<file path="src/rtl/seg7_pkg.sv">
// Segment codes for the active-low {g,f,e,d,c,b,a} cathodes of the common-anode display.
package seg7_pkg;
  typedef logic [6:0] seg_t;

  localparam seg_t SEG_0   = 7'h40;
  localparam seg_t SEG_1   = 7'h79;
  localparam seg_t SEG_2   = 7'h24;
  localparam seg_t SEG_3   = 7'h30;
  localparam seg_t SEG_4   = 7'h19;
  localparam seg_t SEG_5   = 7'h12;
  localparam seg_t SEG_6   = 7'h02;
  localparam seg_t SEG_7   = 7'h78;
  localparam seg_t SEG_8   = 7'h00;
  localparam seg_t SEG_9   = 7'h10;
  localparam seg_t SEG_A   = 7'h08;
  localparam seg_t SEG_B   = 7'h03;
  localparam seg_t SEG_C   = 7'h46;
  localparam seg_t SEG_D   = 7'h21;
  localparam seg_t SEG_E   = 7'h06;
  localparam seg_t SEG_F   = 7'h0E;
  localparam seg_t SEG_OFF = 7'h7F;
endpackage

</file>
<file path="src/rtl/hex7seg.sv">
// Combinational nibble to active-low segment pattern decoder.
module hex7seg
  import seg7_pkg::*;
(
  input  logic [3:0] nib,
  output seg_t       seg
);
  always_comb begin
    seg = SEG_OFF;
    case (nib)
      4'h0: seg = SEG_0;
      4'h1: seg = SEG_1;
      4'h2: seg = SEG_2;
      4'h3: seg = SEG_3;
      4'h4: seg = SEG_4;
      4'h5: seg = SEG_5;
      4'h6: seg = SEG_6;
      4'h7: seg = SEG_7;
      4'h8: seg = SEG_8;
      4'h9: seg = SEG_9;
      4'hA: seg = SEG_A;
      4'hB: seg = SEG_B;
      4'hC: seg = SEG_C;
      4'hD: seg = SEG_D;
      4'hE: seg = SEG_E;
      4'hF: seg = SEG_F;
      default: seg = SEG_OFF;
    endcase
  end
endmodule

</file>
<file path="src/rtl/seg7_scan.sv">
// Four-digit multiplexed 7-segment driver; new values commit only at slot boundaries.
module seg7_scan
  import seg7_pkg::*;
#(
  parameter int PRESC_BITS = 16
) (
  input  logic        mclk,
  input  logic        rst_n,
  input  logic [15:0] value,
  input  logic [3:0]  blank,
  input  logic        load,
  output logic [6:0]  seg,
  output logic [3:0]  an
);
  logic [PRESC_BITS-1:0] cnt;
  logic [1:0]            dig;
  logic [15:0]           pend_val, disp_val;
  logic [3:0]            pend_blk, disp_blk;
  logic                  wrap;
  logic [3:0]            cur_nib;
  seg_t                  cur_seg;

  assign wrap    = &cnt;
  assign cur_nib = disp_val[{dig, 2'b00} +: 4];

  hex7seg u_dec (
    .nib (cur_nib),
    .seg (cur_seg)
  );

  always_ff @(posedge mclk or negedge rst_n) begin
    if (!rst_n) begin
      cnt      <= '0;
      dig      <= 2'd0;
      pend_val <= 16'h0000;
      pend_blk <= 4'b1111;
      disp_val <= 16'h0000;
      disp_blk <= 4'b1111;
      an       <= 4'b1111;
      seg      <= SEG_OFF;
    end else begin
      cnt <= cnt + {{(PRESC_BITS-1){1'b0}}, 1'b1};
      if (load) begin
        pend_val <= value;
        pend_blk <= blank;
      end
      // A load coinciding with the slot boundary bypasses the pending buffer.
      if (wrap) begin
        dig      <= dig + 2'd1;
        disp_val <= load ? value : pend_val;
        disp_blk <= load ? blank : pend_blk;
      end
      // Output stage samples the pre-update index/buffer, giving one cycle of latency.
      if (disp_blk[dig]) begin
        an  <= 4'b1111;
        seg <= SEG_OFF;
      end else begin
        an  <= ~(4'b0001 << dig);
        seg <= cur_seg;
      end
    end
  end
endmodule

</file>
<file path="config.mk">
export PLATFORM = sky130hd
export DESIGN_NAME = seg7_scan
export DESIGN_NICKNAME = d
export VERILOG_FILES = /design/src/rtl/seg7_pkg.sv /design/src/rtl/hex7seg.sv /design/src/rtl/seg7_scan.sv
export SDC_FILE = /design/constraint.sdc
export NUM_CORES = 1
export LEC_CHECK = 0
export ABC_CLOCK_PERIOD_IN_PS = 2800
export CORE_MARGIN = 8
export CORE_UTILIZATION = 45
export DETAILED_ROUTE_END_ITERATION = 10
export GPL_TIMING_DRIVEN = 0
export PLACE_DENSITY = 0.66
export SETUP_SLACK_MARGIN = 0.5
export SYNTH_ARGS = -nofsm -noshare
export SYNTH_HDL_FRONTEND = slang
export SYNTH_SLANG_ARGS = --single-unit
</file>
<file path="constraint.sdc">
create_clock -name mclk -period 2.8 [get_ports mclk]
set_clock_uncertainty 0.15 [all_clocks]
set_input_delay 0.56 -clock mclk [delete_from_list [all_inputs] [get_ports mclk]]
set_output_delay 0.56 -clock mclk [all_outputs]
set_load 0.005 [all_outputs]
</file>
---- Word level (Yosys, flattened, before mapping) ----
Memories as Yosys holds them, arrays and structs flattened.
Cells that the tools add are included.
operators by class
  reductions and logical operators ........ 1
  bitwise gates (word level) .............. 1
  $add $sub $neg .......................... 2
  mux-type cells .......................... 6
  shift operators ......................... 2
  order comparisons ....................... 1
operator list
  kind                   count
  $add 16x1->16 const B  1
  $mux 16                1
  $reduce_and 16->1      1
  $shiftx 16x5->4        1
  $mux 4                 2
  $mux 7                 1
  $not 4->4              1
  $shl 1x2->4 const A    1
  $lt 2x3->1 const B     1
  $add 2x1->2 const B    1
  $bmux 1 s2             1
  $mux 1                 1
word-level totals
  memories kept ........................... 1
  bits in registers ....................... 69
  output and inout bits ................... 11
  logic and storage cells ................. 22
  input port bits ......................... 23
  bits in read-only memories .............. 112
memory list
  memory           depth  width  read ports  clocked after memory_dff  write ports  line           text
  (no name shown)  16     7      1           0                         0            hex7seg.sv:10  case (nib)

---- Depth between registers and ports, before layout ----
Gate-level depths: netlist of run 1.
  depth after elaboration ................. 3
  gate-level depth with buffers ........... 7
  gate-level depth less buffers ........... 6

---- Hierarchy ----
A second synthesis of run 1 with hierarchy kept.
second synthesis, totals
  cells, all modules ...................... 212
  area, all modules ....................... 3055.4 um^2
modules (own cells, without submodules)
  module     sequential area each (um^2)  cells an instance  area each (um^2)  instances
  seg7_scan  1750.4                       180                2780.2            1
  hex7seg    0.0                          32                 275.3             1

---- Least setup slack after synthesis of run 1 ----
No wires, ideal clock.
  kind .................................... register -> register
  start ................................... register dig[0]
  end ..................................... register seg[6]
  arrival ................................. 1799 ps
  library setup time ...................... 98 ps
  period minus slack after synthesis ...... 2047 ps
  required time ........................... 2552 ps
  stages on the path, launching flop included .. 7
  slack ................................... 753 ps
  buffers on the path ..................... 1
  cells stage by stage .................... dfrtp_1 > buf_6 > mux4_1 > ha_1 > and2b_2 > a21oi_1 > o221ai_1
between the ends
  longest elaborated chain between the ends .. 3
  elaborated cells on any way between the ends .. 5
  those cells by class .................... shift (1); mux (3); memory (1)
ends and longest elaborated chain
  item                                                  line                              text
  start, declared                                       seg7_scan.sv:16                   logic [1:0] dig;
  start signal, assigned                                seg7_scan.sv:49                   dig <= dig + 2'd1;
  $shiftx 16x5->4 / $bmux 1 s2 (equally long branches)  seg7_scan.sv:24, seg7_scan.sv:54
  $mem_v2 16x7 / $mux 1 (equally long branches)         -
  $mux 7 (*)                                            seg7_scan.sv:54                   if (disp_blk[dig]) begin
  end signal, assigned                                  seg7_scan.sv:59                   seg <= cur_seg;
  end, declared                                         seg7_scan.sv:12                   output logic [6:0] seg,
Mark *: on every way between the ends. The rest lies on a longest branch, timed or not. The select of a mux whose other input is x is not followed.
A chain may end at the register's enable or synchronous reset.

---- Worst setup path in the final report of run 1 ----
  start ................................... register dig[0]
  end ..................................... register seg[5]
Same word-level chain as after synthesis.

==> results of run 1 <==
## where the power goes
group / leakage [nW] / internal (mW) / switching, mW
clock network: 0.102 / 0.434 / 0.381
registers: 0.830 / 1.07 / 0.0181
logic: 0.721 / 0.109 / 0.0768
## timing repair
action | CTS | global route
gates resized for setup | 0 | 4
hold buffers | 0 | 0
setup endpoints to repair | 0 | 7
## layout make-up
| type | instances | area share |
|---|---|---|
| sequential | 69 | 0.475 |
| timing repair buffer | 32 | 0.0863 |
| buffer | 9 | 0.0180 |
| clock inverter | 6 | 0.0166 |
| clock buffer | 10 | 0.0374 |
| multi-input combinational | 122 | 0.332 |
| tap | 80 | 0.0272 |
| inverter | 7 | 0.00713 |
## cells in the final DEF, fill, tap and decap left out, types with 2 or more instances in the layout
cell type and count:
and3_1 3, clkdlybuf4s50_1 31, mux2_4 15, xnor2_1 13, ha_1 11, clkinv_2 3
nand2_1 10, xor2_1 2, a21oi_1 2, clkbuf_8 10, dfstp_2 19, clkbuf_1 3
mux4_2 3, o221ai_1 4, and2b_2 2, and4_1 2, dfrtp_1 50, a211oi_1 2
nand3_1 8, mux2_2 27, inv_1 7, o21ai_0 2, buf_6 4, mux2i_1 3
## per-stage QoR
stage / TNS, ns / utilization / instance area, µm² / instances / power, mW
2_1_floorplan: 0 / - / 3070 / 207 / 1.19
3_3_place_gp: -72.30 / 0.520 / 3490 / 319 / 1.29
3_5_place_dp: 0 / 0.520 / 3490 / 319 / 1.29
4_1_cts: 0 / 0.549 / 3690 / 335 / 2.11
5_1_grt: 0 / 0.548 / 3680 / 335 / 2.18
6_report: 0 / 0.548 / 3680 / 335 / 2.08
## worst min-delay path by stage
stage	startpoint	endpoint	slack (ns)	cells past startpoint
final	rst_n	cnt[4]$_DFF_PN0_	0.15	1
after detailed placement	cnt[13]$_DFF_PN0_	cnt[13]$_DFF_PN0_	0.31	1
after floorplan	rst_n	cnt[0]$_DFF_PN0_	0.11	0
after CTS	rst_n	cnt[4]$_DFF_PN0_	0.19	1
after global placement	cnt[13]$_DFF_PN0_	cnt[13]$_DFF_PN0_	0.30	1
after global routing	rst_n	cnt[4]$_DFF_PN0_	0.24	1
## routing by layer
metal	track usage	vias up
met1	0.147	844
met2	0.159	35
met3	0.0268	10
met4	0.0885	0
met5	0	-
li1	-	815
## cells by family (layout without fill, tap and decap cells)
| logic type | after synthesis | count (layout) | synth area share |
|---|---|---|---|
| adders and majority gates | 11 | 11 | 0.0448 |
| muxes | 49 | 49 | 0.215 |
| AOI/OAI and AO/OA | 13 | 13 | 0.0289 |
| buffers and inverters | 16 | 64 | 0.0297 |
| xor gates and xnor gates | 15 | 15 | 0.0428 |
| DFF | 69 | 69 | 0.570 |
| and+or+nand+nor | 34 | 34 | 0.0692 |
## registers in the layout (all words and copies together) (netlist names)
signal    flops
an            4
disp_blk      4
seg           7
pend_val     16
pend_blk      4
disp_val     16
cnt          16
dig           2
## worst register-to-register path: stages, from the launching register on
cell and delay (ns):
dfrtp_1 0.39, buf_6 0.16, mux4_2 0.60, ha_1 0.28
and2b_2 0.21, a21oi_1 0.15, o221ai_1 0.13
==> results by group, run 1 <==
Floorplan
  – Row cnt: 30
  – Initial Util: 0.457
  – IO Count: 34
  – DIE AREA: 9730 µm²
  – Core box area: 6720 µm²
  – Die H: 98.6 µm
  – Die width: 98.6 µm

Synth
  – Post-synthesis sequential area ratio: 0.570
  – Main synth FF type: dfrtp_1
  – Post-synth EDFFs: 0
  – Syn Std Cell Area: 3070 µm²
  – Async set or reset register ratio after synthesis: 1.00
  – Mapped Nets: 241
  – Ranking of synthesized cells by area: dfrtp_1 41%, dfstp_2 16%, mux2_2 9.9%, mux2_4 7.3%, ha_1 4.5%
  – Post-Synthesis Cells: 207
  – Synth top area share: 0.407
  – Yosys reg bits: 69
  – Synth warnings: 0
  – Post-synthesis cell type count: 35
  – Top post-synthesis cells by count: 50 x dfrtp_1, 27 x mux2_2, 19 x dfstp_2, 15 x mux2_4, 13 x xnor2_1
  – Syn Area/Cell: 14.8 µm²
  – Top-count cell post-synth: dfrtp_1
  – Top cell type by total area after synthesis: dfrtp_1

Critical path
  – R2R Setup Slk: 0.64 ns
  – Critical-path maximum fanout: 6
  – Critical Path Sink: seg[5]$_DFF_PN1_
  – Worst path buffer plus inverter count: 1
  – CP max-delay cell: mux4_2
  – Crit end category: flop
  – Kind of critical path: reg -> reg
  – FF-to-FF End: seg[5]$_DFF_PN1_
  – FF-to-FF Start: dig[0]$_DFFE_PN0P_
  – Worst Setup SP: dig[0]$_DFFE_PN0P_
  – Top Family by Delay on Critical Path: multiplexers
  – Required @ worst endpoint: 2.89 ns
  – FF-to-FF path depth: 6
  – Crit-path cells: buf_6 -> mux4_2 -> ha_1 -> and2b_2 -> a21oi_1 -> o221ai_1
  – Crit. path cell count: 6
  – Delay of the slowest critical-path stage: 0.59 ns
  – Worst setup SP type: flop
  – CP arrival: 2.25 ns

Clocking
  – H-Tree Depth: 3
  – Worst skew pair latency: 0.34 ns
  – Reg clk slew, reported paths: 0.07 ns
  – Num CTS Buffers: 9
  – Clock sink count: 69
  – CTS tree: built
  – CTS Buffer Depth: 2
  – Post-CTS Setup Inserts: 0
  – Clock root buffer: clkbuf_8

Detailed routing
  – Top Metal Used: met4
  – Wire per inst: 15.3 µm
  – Total wire length: 5140 µm
  – Initial DRT Pass Iterations: 4
  – Via Count: 1704
  – DRC viols: 0
  – Post-Route M1 WL: 2570 µm
  – Initial DRC Count: 39
  – Vias per cell: 5.09
  – Antenna Nets Post-Route: 0
  – WL met2: 2220 µm
  – Total met3 wirelength after detailed routing: 187 µm

Global route
  – Initial antenna violation count: 0
  – Largest net degree at the start of global routing: 70
  – Vias in the first global route: 1758
  – Grt total ovfl: 0
  – Gr usage total: 0.113
  – First-pass GRT wire length: 8560 µm

Placement
  – Post-DP HPWL: 3530 µm
  – PortBufs: 32
  – Setup WS pre-CTS: 0.515 ns
  – Routability cong.: 0.823

Layout
  – Area delta synth->final: 19.9%
  – FF/Latch Area: 1750 µm²
  – Share of cells above drive strength 1: 0.365
  – Area of the multi-input gates: 1220 µm²
  – Number of fill cells: 569
  – N_diodes: 0
  – Nets@finish: 284

Pwr
  – Pwr Density: 566 nW/µm²
  – P_leak: 1.65 nW
  – Worst IR drop on VDD: 0.382 mV

STA
  – Post-route minimum period: 2.16 ns
  – Unrepaired setup endpoints after global routing: false
  – Final Hold Fails: 0
  – Final Max Tran Viols: 0
  – Fin worst setup slack: 0.638 ns
  – Slew @ Worst Pin: 0.839 ns
  – Max_slew headroom: 0.441
  – WHS: 0.147 ns
  – Final setup fails: 0
  – Upper clock frequency limit: 462 MHz
  – Final critical-path share of the clock period: 0.772

Job
  – Max cap viols: 0

Run status
  – Outcome: finished clean

Min path
  – HP Class: in -> async
Power figures use the tool's default switching activity.
==> inputs of run 2 (changes only) <==
ABC_CLOCK_PERIOD_IN_PS = 2080   (was 2800)
clock period = 2.08 ns   (was 2.8 ns; I/O delays follow)
==> run 2 against run 1 <==
Against the previous run: hold slack lost 0.12 ns; global-route usage grew 1.4 points; core utilization grew 6.7 points; via count grew 10%; cell count grew 11%; maximum frequency grew 7.1%; setup slack lost 0.58 ns; largest power group unchanged; highest routed layer unchanged.
==> results by group, run 2 (synthesis gave the netlist of run 1 again) <==
Placement
  – Post-DP HPWL: 3550 µm
  – Placed Cells incl. Taps: 319
  – PortBufs: 32
  – Routability cong.: 0.774
  – Dpl cell area: 3510 µm²

Detailed routing
  – Antenna Nets Post-Route: 0
  – Via Count: 1877
  – Initial DRT Pass Iterations: 4
  – DRC viols: 0
  – Wire per inst: 15.8 µm
  – Total wire length: 5910 µm
  – Vias per cell: 5.03
  – Initial DRC Count: 51

Floorplan
  – Row cnt: 30
  – IO Count: 34
  – Core box area: 6720 µm²
  – Die H: 98.6 µm
  – DIE AREA: 9730 µm²
  – Die width: 98.6 µm
  – Initial Util: 0.457

Critical path
  – R2R Setup Slk: 0.06 ns
  – Crit end category: flop
  – CP arrival: 2.13 ns
  – Kind of critical path: reg -> reg
  – FF-to-FF Start: dig[0]$_DFFE_PN0P_
  – FF-to-FF path depth: 6
  – Required @ worst endpoint: 2.19 ns
  – FF-to-FF End: seg[3]$_DFF_PN1_
  – Critical-path maximum fanout: 6
  – Worst setup SP type: flop

Min path
  – HP Class: in -> async

Layout
  – Share of cells above drive strength 1: 0.556
  – Commonest non-fill, non-tap cell in the layout: dfrtp_1
  – Non-Filler Instances: 373
  – Biggest regs: cnt (16), disp_val (16), pend_val (16)
  – N_diodes: 0
  – Cell area after layout: 4140 µm²
  – Area delta synth->final: 34.6%
  – Nets@finish: 322
  – Most frequent cells in the layout: 50 x dfrtp_1, 31 x buf_4, 27 x mux2_2

Clocking
  – Worst skew pair latency: 0.34 ns
  – H-Tree Depth: 3
  – Clock sink count: 69
  – Hold Buf Count CTS: 0
  – Clock root buffer: clkbuf_8
  – CTS Buffer Depth: 2
  – CTS tree: built
  – Num CTS Buffers: 9
  – Reg clk slew, reported paths: 0.07 ns

Global route
  – Grt total ovfl: 0
  – Vias in the first global route: 2030
  – Initial antenna violation count: 0
  – Gr usage total: 0.127
  – First-pass GRT wire length: 9870 µm
  – Largest net degree at the start of global routing: 70

Pwr
  – P_sw: 0.658 mW
  – Clock network power share: 0.386
  – Total power: 2.83 mW
  – Sequential power share: 0.514
  – Combinational power share: 0.100
  – Net Sw Frac: 0.232
  – Pwr Density: 685 nW/µm²
  – Worst IR drop on VDD: 0.434 mV
  – Pint: 2.17 mW
  – P_leak: 1.89 nW

STA
  – Final Max Tran Viols: 0
  – Unrepaired setup endpoints after global routing: true
  – Final setup fails: 0
  – Upper clock frequency limit: 495 MHz
  – Final Hold Fails: 0
  – Max_slew headroom: 0.431
  – Slew @ Worst Pin: 0.854 ns
  – WHS: 0.0241 ns
  – Final critical-path share of the clock period: 0.971
  – Post-route minimum period: 2.02 ns

Job
  – Max cap viols: 0

Run status
  – Outcome: finished clean
[run 2: cell count changes in the layout (fill, tap and decap cells not counted), sizes merged]
cell           previous run  this run
clkinvlp                  1         3
clkinv                    3         2
buf                       6        54
inv                       8         7
clkdlybuf4s50            31        20
clkbuf                   14        15
[run 2: what timing repair did]
action,CTS,global route
endpoints found under the setup margin,44,33
buffers inserted,21,15
gates resized for setup,69,10
cloned,1,1
pin swaps,3,3
[run 2: stage by stage]
stage	util	setup TNS [ns]	worst slack (ns)
6_report	0.616	0	0.0606
5_1_grt	0.616	0	0.00556
4_1_cts	0.588	0	0.0831
3_5_place_dp	0.523	-0.0618	-0.0436
3_3_place_gp	0.523	-114.16	-1.87
2_1_floorplan	-	0	0.157
[run 2: layout make-up]
cell class | instances | area [µm²]
timing repair buffer | 70 | 614
inverter | 7 | 31.3
tap | 80 | 100
multi-input combinational | 122 | 1340
clock inverter | 6 | 62.6
clock buffer | 10 | 138
buffer | 9 | 103
fill | 517 | 2580
sequential | 69 | 1750
[run 2: how the worst max path moves through the flow]
stage	startpoint	end	cells after the start
final	dig[0]$_DFFE_PN0P_	seg[3]$_DFF_PN1_	6
after global routing	dig[0]$_DFFE_PN0P_	seg[3]$_DFF_PN1_	6
after CTS	dig[0]$_DFFE_PN0P_	seg[5]$_DFF_PN1_	6
after detailed placement	dig[0]$_DFFE_PN0P_	seg[6]$_DFF_PN1_	6
after global placement	rst_n	pend_val[4]$_DFF_PN0_	1
after floorplan	dig[0]$_DFFE_PN0P_	seg[6]$_DFF_PN1_	6
[run 2: critical path: stages (launching register included)]
cell and delay (ns):
dfrtp_1 0.37, buf_6 0.14, mux4_2 0.63, ha_4 0.23
and2b_2 0.19, a211oi_2 0.14, o21ai_1 0.10
[run 2: routing by layer]
layer  wire length, µm  up-vias  share of wire  global-route usage
met5                 0        -              0                   0
met4               113        0          0.019              0.0555
met3               238       10          0.040              0.0451
met2              2800       30           0.47               0.192
met1              2760      956           0.47               0.161
li1                  -      881              -                   -
[run 2: power groups by stage]
stage	sequential (mW)	combinational [mW]	clock [mW]
floorplan	1.48	0.133	0
detailed placement	1.48	0.258	0
global placement	1.48	0.254	0
finish	1.46	0.282	1.09
CTS	1.46	0.268	1.12
global route	1.46	0.310	1.17
